$ cat src/rtl/tcb_gpio_pkg.sv
// Shared definitions for the TCB GPIO controller: register map and bus response type.
// The response carries a 32-bit read word, so the controller's bus data width is 32.
package tcb_gpio_pkg;

  localparam int unsigned BUS_DW = 32;

  // Register offsets, selected by word address bits [3:2].
  typedef enum logic [1:0] {
    REG_OUT = 2'd0,
    REG_ENA = 2'd1,
    REG_INP = 2'd2,
    REG_RSV = 2'd3
  } reg_sel_e;

  typedef struct packed {
    logic [BUS_DW-1:0] rdt;
    logic              err;
  } rsp_t;

endpackage

$ cat src/rtl/tcb_gpio_sync.sv
// Multi-stage flop chain that brings the asynchronous pad inputs into the clk domain.
// A depth of zero turns the block into a plain wire.
module tcb_gpio_sync #(
  parameter int unsigned GW   = 32,
  parameter int unsigned SYNC = 2
) (
  input  logic          clk,
  input  logic          rst,
  input  logic [GW-1:0] d,
  output logic [GW-1:0] q
);

  if (SYNC == 0) begin : g_bypass
    assign q = d;
  end else begin : g_chain
    logic [GW-1:0] stage [SYNC];

    // NOTE: the stage array is reset, unlike a RAM, so INP reads zero after reset instead of X.
    always_ff @(posedge clk or negedge rst) begin
      if (!rst) begin
        for (int i = 0; i < SYNC; i++) stage[i] <= '0;
      end else begin
        stage[0] <= d;
        for (int i = 1; i < SYNC; i++) stage[i] <= stage[i-1];
      end
    end

    assign q = stage[SYNC-1];
  end

endmodule

$ cat src/rtl/tcb_gpio_ctl.sv
// GPIO peripheral on the TCB bus: OUT/ENA read-write registers, synchronized INP,
// always-ready slave with a registered one-cycle read/error response.
module tcb_gpio_ctl
  import tcb_gpio_pkg::*;
#(
  parameter int unsigned AW   = 22,
  parameter int unsigned DW   = BUS_DW,
  parameter int unsigned GW   = 32,
  parameter int unsigned SYNC = 2
) (
  input  logic          clk,
  input  logic          rst,
  input  logic          bus_vld,
  input  logic          bus_wen,
  input  logic [AW-1:0] bus_adr,
  input  logic [DW/8-1:0] bus_ben,
  input  logic [DW-1:0] bus_wdt,
  output logic [DW-1:0] bus_rdt,
  output logic          bus_err,
  output logic          bus_rdy,
  output logic [GW-1:0] gpio_o,
  output logic [GW-1:0] gpio_e,
  input  logic [GW-1:0] gpio_i
);

  localparam int unsigned BW = DW / 8;

  logic          xfer;
  reg_sel_e      sel;
  logic [DW-1:0] wmask;
  logic [DW-1:0] out_ext;
  logic [DW-1:0] ena_ext;
  logic [GW-1:0] out_q, out_d;
  logic [GW-1:0] ena_q, ena_d;
  logic [GW-1:0] inp_s;
  rsp_t          rsp_q, rsp_d;
  logic          adr_unused;

  assign bus_rdy    = 1'b1;
  assign xfer       = bus_vld & bus_rdy;
  assign sel        = reg_sel_e'(bus_adr[3:2]);
  assign adr_unused = ^{bus_adr[AW-1:4], bus_adr[1:0]};

  tcb_gpio_sync #(
    .GW   (GW),
    .SYNC (SYNC)
  ) u_sync (
    .clk (clk),
    .rst (rst),
    .d   (gpio_i),
    .q   (inp_s)
  );

  // NOTE: every signal driven here gets a default first, so no path leaves one unassigned (no latch).
  always_comb begin
    wmask = '0;
    for (int k = 0; k < BW; k++) wmask[8*k +: 8] = {8{bus_ben[k]}};

    out_ext = DW'(out_q);
    ena_ext = DW'(ena_q);
    out_d   = out_q;
    ena_d   = ena_q;

    if (xfer && bus_wen) begin
      if (sel == REG_OUT) out_d = GW'((out_ext & ~wmask) | (bus_wdt & wmask));
      if (sel == REG_ENA) ena_d = GW'((ena_ext & ~wmask) | (bus_wdt & wmask));
    end
  end

  // Read data holds between reads; the error flag lasts one cycle per offending transfer.
  always_comb begin
    rsp_d.rdt = rsp_q.rdt;
    rsp_d.err = 1'b0;

    if (xfer) begin
      if (bus_wen) begin
        rsp_d.err = (sel == REG_INP) || (sel == REG_RSV);
      end else begin
        unique case (sel)
          REG_OUT: rsp_d.rdt = BUS_DW'(out_q);
          REG_ENA: rsp_d.rdt = BUS_DW'(ena_q);
          REG_INP: rsp_d.rdt = BUS_DW'(inp_s);
          REG_RSV: begin
            rsp_d.rdt = '0;
            rsp_d.err = 1'b1;
          end
        endcase
      end
    end
  end

  // NOTE: state registers use non-blocking assignments so all flops update together at the edge.
  always_ff @(posedge clk or negedge rst) begin
    if (!rst) begin
      out_q <= '0;
      ena_q <= '0;
      rsp_q <= '0;
    end else begin
      out_q <= out_d;
      ena_q <= ena_d;
      rsp_q <= rsp_d;
    end
  end

  assign gpio_o  = out_q;
  assign gpio_e  = ena_q;
  assign bus_rdt = DW'(rsp_q.rdt);
  assign bus_err = rsp_q.err;

endmodule

$ cat config.mk
export PLATFORM = sky130hd
export DESIGN_NAME = tcb_gpio_ctl
export DESIGN_NICKNAME = d
export VERILOG_FILES = /design/src/rtl/tcb_gpio_pkg.sv /design/src/rtl/tcb_gpio_sync.sv /design/src/rtl/tcb_gpio_ctl.sv
export SDC_FILE = /design/constraint.sdc
export NUM_CORES = 1
export LEC_CHECK = 0
export BUFFER_PORTS_ARGS = -buffer_cell sky130_fd_sc_hd__buf_4
export CORE_MARGIN = 1.5
export CORE_UTILIZATION = 55
export CTS_CLUSTER_DIAMETER = 30
export DETAILED_ROUTE_END_ITERATION = 6
export GPL_TIMING_DRIVEN = 1
export PLACE_DENSITY = 0.85
export SLEW_MARGIN = 20
export SYNTH_ARGS = -nofsm -noshare
export SYNTH_HDL_FRONTEND = slang
export SYNTH_HIERARCHICAL = 1
export SYNTH_SLANG_ARGS = --single-unit
$ cat constraint.sdc
create_clock -name clk -period 2.4 [get_ports clk]
set_input_delay 0.48 -clock clk [delete_from_list [all_inputs] [get_ports clk]]
set_output_delay 0.48 -clock clk [all_outputs]
set_load 0.01 [all_outputs]
==> impl_metrics.tcl, run 1 <==
set metrics [dict create \
    outcome "complete, no violations" \
    die_w_um 109 \
    rows 38 \
    arrival_ps 2020 \
    grt_max_degree 62 \
    clock_latency_ps 410 \
    critPathRequiredTime_ps 2690 \
    yosys_warnings 6 \
    synthesis.instances 458 \
    grt_pass1_vias 4112 \
    dieArea_sq_um 12000 \
    syn_nets 552 \
    crit_top_cell "buf_4" \
    yosys_register_bits 161 \
    cts_made_buffers 17 \
    antenna_found_initial 0 \
    portBuffers 170 \
    syn2layout_area_growth_pct 28.8 \
    p_per_area_nw_per_um2 947 \
    viasPerCell 5.29 \
    final_common_cell "buf_4" \
    n_fill_cell 700 \
    wirelength_mm 13.5 \
    yosysTopAreaCellShare 0.647 \
    hp-class "input pin to register" \
    gp_congestion 0.796 \
    finClkSkew_ps 7.81 \
    grt_setup_unrepaired "false" \
    wl_per_cell_um 18.0 \
    cts_buffer_depth 2 \
    cts_resized 0 \
    start_util 0.570 \
    crit_path_end_kind "register" \
    cts_tree "built" \
    hold_viol_final 0 \
    drt-initial-drc-count 169 \
    synth_top_area_cell "dfrtp_1" \
    period_needed_ps 1730 \
    cap_violations 0 \
    final_max_slew_viol_count 0 \
    grt_use_total 0.236 \
    drcViolationCount 0 \
    ios 192 \
    grt_remaining_overflow 0 \
    layout.nets 694 \
    critical_path_class "input pin to register" \
    crit_slowest_cell "nand4bb_1" \
    cp_cell_sequence "buf_4, buf_4, nand4bb_1, mux2_2" \
    htree_levels 4 \
    clock-sinks 161 \
    fin_util 0.733 \
    start_kind "input pin" \
    stdcell_area_sq_um 8020 \
    drive_gt1_frac 0.502 \
    dp_hpwl_mm 9.31 \
    syn_area_per_cell_sq_um 13.6 \
    final_cell_mix "buf_4, dfrtp_1, mux2_2" \
    via_count 3976 \
    synth_cell_types 22 \
    period_share 0.722 \
    placed_area_sq_um 7400 \
    leakage_nw 3.81 \
    yosysSeqAreaShare 0.647 \
    ant_nets 0 \
    cp_top_family "buffers and inverters" \
    tightest_slew_ps 558 \
    vdd_drop_max_uv 524 \
    drt_first_pass_iters 5 \
    grt_pass1_wl_mm 20.7 \
    worst-path-buf-inv 2 \
    die_h_um 109 \
    setup_tns_ps 0 \
    synth_area_sq_um 6230 \
    fmax_mhz 577 \
    fp.coreArea_sq_um 10900 \
    finalSetupViolCount 0 \
    ys_top_cells_by_area "dfrtp_1, mux2_2, mux2i_1, buf_4, a31oi_1" \
    slew_headroom 0.628 \
    critical-path-max-stage-delay_ps 460 \
    path_clk_slew_ps 60 \
    cp_max_fo 23 \
    clockRootBuffer "clkbuf_16" \
    n_antenna_cell 0 \
]
[worst paths after layout]
kind,startpoint,to,slack [ps],depth (start not counted)
setup / recovery,bus_adr[2],register,670,4
hold / removal,gpio_i[3],u_sync/g_chain.stage[35],170,1
setup reg to reg,register,bus_rdt[4],1360,3
hold reg to reg,u_sync/g_chain.stage[51],u_sync/q[19],350,0
max in group asynchronous,rst,u_sync/q[7],1170,3
min in group asynchronous,rst,async pin,570,2
[power by group]
part           total [W]  switching (W)  leakage [nW]  internal (W)
Sequential       0.00339       0.000283          1.92       0.00310
Combinational    0.00144       0.000615          1.61      0.000829
Clock            0.00277        0.00102         0.288       0.00175
Total            0.00760        0.00191          3.81       0.00569
[cell type report]
class                           instances  area [sq um]  share of cell area
Clock inverter                         10           161              0.0201
Sequential cell                       161          4030               0.502
Multi-Input combinational cell        241          1820               0.227
Clock buffer                           20           447              0.0557
Timing Repair Buffer                  179          1390               0.173
Tap cell                              140           175              0.0218
[metal layers]
layer  up-vias  part of all wire  global-route usage
met3        27             0.062              0.0705
li1       1795                 -                   -
met1      2019              0.39               0.268
met5         -                 0                   0
met2       135              0.53               0.409
met4         0             0.023               0.109
[kinds of logic after synthesis]
| group | after synthesis | share of synthesized area |
|---|---|---|
| buffers and inverters | 56 | 0.0633 |
| multiplexers | 96 | 0.167 |
| other | 1 | 0.000602 |
| AND/OR/NAND/NOR | 111 | 0.0884 |
| AO/OA/AOI/OAI | 33 | 0.0337 |
| flip-flops | 161 | 0.647 |
[cell usage after synthesis]
master,instances
buf_1,2
dfrtp_1,161
buf_6,7
nor4b_4,1
mux2_2,63
mux2_1,1
mux2i_1,32
conb_1,1
clkbuf_1,8
buf_2,6
nor2_1,32
or2_2,32
nand2b_1,1
nand2_1,33
nand3_1,3
a31oi_1,32
buf_4,33
nor2_2,3
nand4bb_1,1
nor2b_1,2
or3_1,3
o211a_1,1
[what timing repair did]
item | CTS | global route
setup buffers | 0 | 0
endpoints found under the hold margin | 23 | 0
hold buffers | 1 | 0
[stage by stage]
step	hold WS (ps)	total power, W	instances	worst slack (ps)
after floorplan	184	0.00406	458	791
after global placement	332	0.00480	720	267
after detailed placement	335	0.00489	720	221
after CTS	155	0.00765	751	628
after global routing	147	0.00792	751	553
final	170	0.00760	751	666
Power figures use the tool's default switching activity.
==> run 2, diff against run 1 <==
ABC_AREA = 1   (was unset)
CORE_UTILIZATION = 51   (was 55)
PLACE_DENSITY = 0.79   (was 0.85)
clock period = 1.6 ns   (was 2.4 ns; I/O delays follow)
==> run 2 against run 1 <==
Effect of this change:
- synthesized area increased by 3.4%
- clock power is 49% higher
- clock skew is 1.7 ps lower
- synthesized cell count up 53%
- critical path depth shrank 3
- setup slack lost 400 ps
- largest cell class unchanged
==> impl_metrics.tcl, run 2 <==
set metrics [dict create \
    outcome "complete, no violations" \
    rows 40 \
    viasPerCell 5.13 \
    yosys_register_bits 161 \
    antenna_found_initial 0 \
    final_common_cell "nand2_1" \
    synth_most_common_cell "nand2_1" \
    finClkSkew_ps 6.13 \
    vdd_drop_max_uv 930 \
    n_antenna_cell 0 \
    dieArea_sq_um 13300 \
    synth-edff-count 0 \
    period_share 0.832 \
    async_reset_ff_frac 1.00 \
    critPathRequiredTime_ps 1280 \
    grt_pass1_wl_mm 25.8 \
    dr.max_layer_used "met4" \
    arrival_ps 1010 \
    drt-initial-drc-count 392 \
    yosysSeqAreaShare 0.625 \
    drive_gt1_frac 0.265 \
    dp_hpwl_mm 10.9 \
    p_per_area_nw_per_um2 1290 \
    grt_remaining_overflow 0 \
    yosysTopAreaCellShare 0.625 \
    clock_latency_ps 420 \
    clock-sinks 161 \
    synth_cell_types 17 \
    dr_wl_met3_mm 1.26 \
    wl_per_cell_um 15.4 \
    cap_violations 0 \
    path_clk_slew_ps 60 \
    fin_cells 1051 \
    ys.flop_type "dfrtp_1" \
    leakage_nw 4.44 \
    cp_cell_sequence "buf_4" \
    synthesis.instances 700 \
    cts_made_buffers 17 \
    cts_tree "built" \
    via_count 5392 \
    yosys_warnings 6 \
    hold_viol_final 0 \
    drt_first_pass_iters 5 \
    wirelength_mm 16.2 \
    synth_top_area_cell "dfrtp_1" \
    grt_pass1_vias 5149 \
    worst-path-buf-inv 1 \
    final_cell_mix "nand2_1, buf_4, dfrtp_1" \
    gp_congestion 0.870 \
    critical-path-max-stage-delay_ps 430 \
    start_util 0.530 \
    hp-class "input pin to register" \
    setup_tns_ps 0 \
    final_max_slew_viol_count 0 \
    syn_area_per_cell_sq_um 9.20 \
    layout.nets 964 \
    finalSetupViolCount 0 \
    fp.coreArea_sq_um 12200 \
    ant_nets 0 \
    drcViolationCount 0 \
    clockRootBuffer "clkbuf_16" \
    fmax_mhz 752 \
    syn_nets 794 \
    die_w_um 115 \
    cp_top_family "flip-flops" \
    crit_path_end_kind "output port" \
    portBuffers 170 \
    crit_slowest_cell "dfrtp_1" \
    placed_cells 986 \
    syn2layout_area_growth_pct 34.1 \
    die_h_um 115 \
    htree_levels 4 \
    multi_input_area_sq_um 1960 \
    synth_common_cells "nand2_1, dfrtp_1, nand3_1" \
    critical_path_class "register to output port" \
    ios 192 \
    synth_area_sq_um 6440 \
    ys_top_cells_by_area "dfrtp_1, nand2_1, nand3_1, nor2_1, buf_4" \
    cp_max_fo 3 \
    cts_resized 0 \
    grt_max_degree 65 \
    grt_setup_unrepaired "false" \
    cts_buffer_depth 2 \
    grt_use_total 0.257 \
    n_fill_cell 906 \
    route.met2.wl_mm 8.13 \
    layout.area.seq_sq_um 4030 \
    start_kind "register" \
    drt-met1-wl_mm 6.55 \
    period_needed_ps 1330 \
]
[run 2: changes by cell type after synthesis, sizes merged, moves of 2 or more]
cell / change
or2: -32
buf: +9
nor2b: -2
or3: -3
nor2: +66
clkbuf: +5
mux2: -64
mux2i: -32
a31oi: -32
nand3: +125
inv: +2
nand2: +202
[run 2: cell families after synthesis]
| group | synth area share |
|---|---|
| buf+inv | 0.0719 |
| flops | 0.625 |
| other cells | 0.000582 |
| simple gates | 0.302 |
[run 2: worst paths after layout]
check / slack, ps / to / startpoint / cells after the start
min: 140 / register / bus_wdt[3] / 3
max: 270 / gpio_o[0] / register / 1
max in group asynchronous: 700 / bus_rdt[18] / rst / 3
min reg2reg: 350 / u_sync/q[4] / u_sync/g_chain.stage[36] / 0
min in group asynchronous: 370 / u_sync/q[10] / rst / 2
max reg2reg: 760 / bus_rdt[27] / register / 4
[run 2: metrics by stage]
stage               hold slack (ps)  cell area [sq um]  power [W]  setup slack (ps)  utilization
finish                          137               8640     0.0111               269        0.710
global route                    131               8640     0.0116               243        0.710
CTS                           0.450               8630     0.0112               263        0.710
detailed placement              260               7700    0.00701               109        0.633
global placement                257               7700    0.00693               173        0.633
floorplan                      24.4               6440    0.00584               387            -
[run 2: cell type report]
cell class                 count  area share
multi-input combinational    466       0.226
timing repair buffer         221       0.211
sequential                   161       0.466
tap                          168      0.0243
clock buffer                  19      0.0524
clock inverter                13      0.0185
inverter                       3     0.00145
[run 2: routing by layer]
metal | vias up | global-route usage
met5 | - | 0
met4 | 0 | 0.0979
met3 | 24 | 0.0654
met2 | 256 | 0.416
met1 | 2584 | 0.337
li1 | 2528 | -
[run 2: where the power goes]
| group | switching [W] | internal (W) | total [W] |
|---|---|---|---|
| sequential | 0.000427 | 0.00460 | 0.00502 |
| clock | 0.00160 | 0.00253 | 0.00413 |
| combinational | 0.000997 | 0.000987 | 0.00198 |
[run 2: what timing repair did]
item / 4_1_cts / 5_1_grt
endpoints found under the hold margin: 64 / 1
hold buffers: 32 / 1
buffers inserted: 0 / 0
==> run 3, diff against run 2 <==
CORE_UTILIZATION = 46   (was 51)
PLACE_DENSITY = 0.75   (was 0.79)
clock period = 1.1 ns   (was 1.6 ns; I/O delays follow)
==> run 3 against run 2 <==
Effect of this change:
- the run now ends with negative setup slack left
- setup slack worse by 400 ps
- cell area is 15% higher
- critical path type unchanged
- sequential share of layout area is 5.9 points lower
- cell count increased by 11%
==> impl_metrics.tcl, run 3 (same netlist as run 2, synthesis figures left out) <==
set metrics [dict create \
    outcome "finished, violations left" \
    violations "negative setup slack" \
    cp_top_family "flip-flops" \
    critical_path_class "register to output port" \
    p_per_area_nw_per_um2 1800 \
    path_clk_slew_ps 60 \
    arrival_ps 1010 \
    via_count 5925 \
    dieArea_sq_um 14700 \
    grt_setup_unrepaired "true" \
    syn2layout_area_growth_pct 53.7 \
    wirelength_mm 18.8 \
    start_util 0.468 \
    worst-path-buf-inv 1 \
    grt_pass1_vias 5805 \
    viasPerCell 5.07 \
    grt_use_total 0.262 \
    setup_tns_ps -6940 \
    vdd_drop_max_uv 1450 \
    drcViolationCount 0 \
    cp_cell_sequence "buf_6" \
    cap_violations 0 \
    cp_max_fo 3 \
    wl_per_cell_um 16.1 \
    cts_made_buffers 17 \
    rrSetupSlack_ps 0 \
    fmax_mhz 814 \
    ios 192 \
    grt_pass1_wl_mm 29.1 \
    final_common_cell "nand2_1" \
    drt_first_pass_iters 5 \
    clockRootBuffer "clkbuf_16" \
    fp.coreArea_sq_um 13800 \
    critical-path-max-stage-delay_ps 430 \
    cts_tree "built" \
    final_max_slew_viol_count 0 \
    grt_remaining_overflow 0 \
    critical_path_depth 1 \
    start_kind "register" \
    n_fill_cell 926 \
    hp-class "input pin to register" \
    rows 43 \
    drt-initial-drc-count 479 \
    min_from "bus_wdt[28]" \
    antenna_found_initial 0 \
    die_w_um 121 \
    die_h_um 121 \
    finalSetupViolCount 98 \
    hold_slack_ps 35.8 \
    leakage_nw 5.10 \
    hold_path_depth 3 \
    finClkSkew_ps 6.83 \
    reg2reg_depth 6 \
    layout.nets 1070 \
    period_needed_ps 1230 \
    r2r-end "bus_rdt[12]" \
    crit_slowest_cell "dfrtp_1" \
    period_share 1.12 \
    dp_hpwl_mm 11.1 \
    fin_ws_ps -128 \
    final_cell_mix "nand2_1, buf_4, dfrtp_1" \
    drive_gt1_frac 0.344 \
    fin_util 0.719 \
    critPathRequiredTime_ps 880 \
    htree_levels 4 \
    clock_latency_ps 420 \
    n_antenna_cell 0 \
    grt_max_degree 41 \
    gp_congestion 0.824 \
    crit_path_end_kind "output port" \
    ant_nets 0 \
    clock-sinks 161 \
    portBuffers 170 \
    hold_viol_final 0 \
    cts_buffer_depth 2 \
]
## run 3: how the worst max path moves through the flow
stage                            end  slack, ps
after global routing      gpio_e[11]       -150
after detailed placement    register       -120
after CTS                 gpio_e[11]       -130
after floorplan             register        -10
final                      gpio_o[0]       -130
after global placement      register        -90
## run 3: metal layers
metal / vias to the layer above / global-route usage / routed length, um
li1: 2738 / - / -
met1: 2826 / 0.318 / 7190
met2: 309 / 0.449 / 9600
met3: 52 / 0.0705 / 1500
met4: 0 / 0.0971 / 522
met5: - / 0 / 0
## run 3: stage by stage
step / total power [W] / instance area [sq um] / cells / setup WS (ps)
final: 0.0179 / 9900 / 1168 / -128
after global routing: 0.0186 / 9900 / 1168 / -155
after CTS: 0.0176 / 9750 / 1147 / -132
after detailed placement: 0.0102 / 7920 / 1013 / -116
after global placement: 0.0102 / 7920 / 1013 / -94.1
after floorplan: 0.00850 / 6460 / 700 / -9.82
## run 3: report_power, final
| part | internal, W | switching (W) | leakage, nW |
|---|---|---|---|
| Combinational | 0.00261 | 0.00186 | 2.86 |
| Sequential | 0.00669 | 0.000611 | 1.95 |
| Clock | 0.00368 | 0.00240 | 0.291 |
## run 3: layout make-up
type,instances,area [sq um],area share
sequential,161,4030,0.407
timing repair buffer,327,3060,0.308
multi-input combinational,466,1970,0.199
clock buffer,19,453,0.0457
tap,180,225,0.0227
clock inverter,12,158,0.0159
inverter,3,16.3,0.00164
## run 3: what timing repair did
item / in CTS / in global routing
endpoints found under the setup margin: 97 / 97
gates resized for setup: 97 / 0
endpoints found under the hold margin: 130 / 0
pin swaps: 0 / 1
hold buffers: 33 / 0
setup buffers: 70 / 21
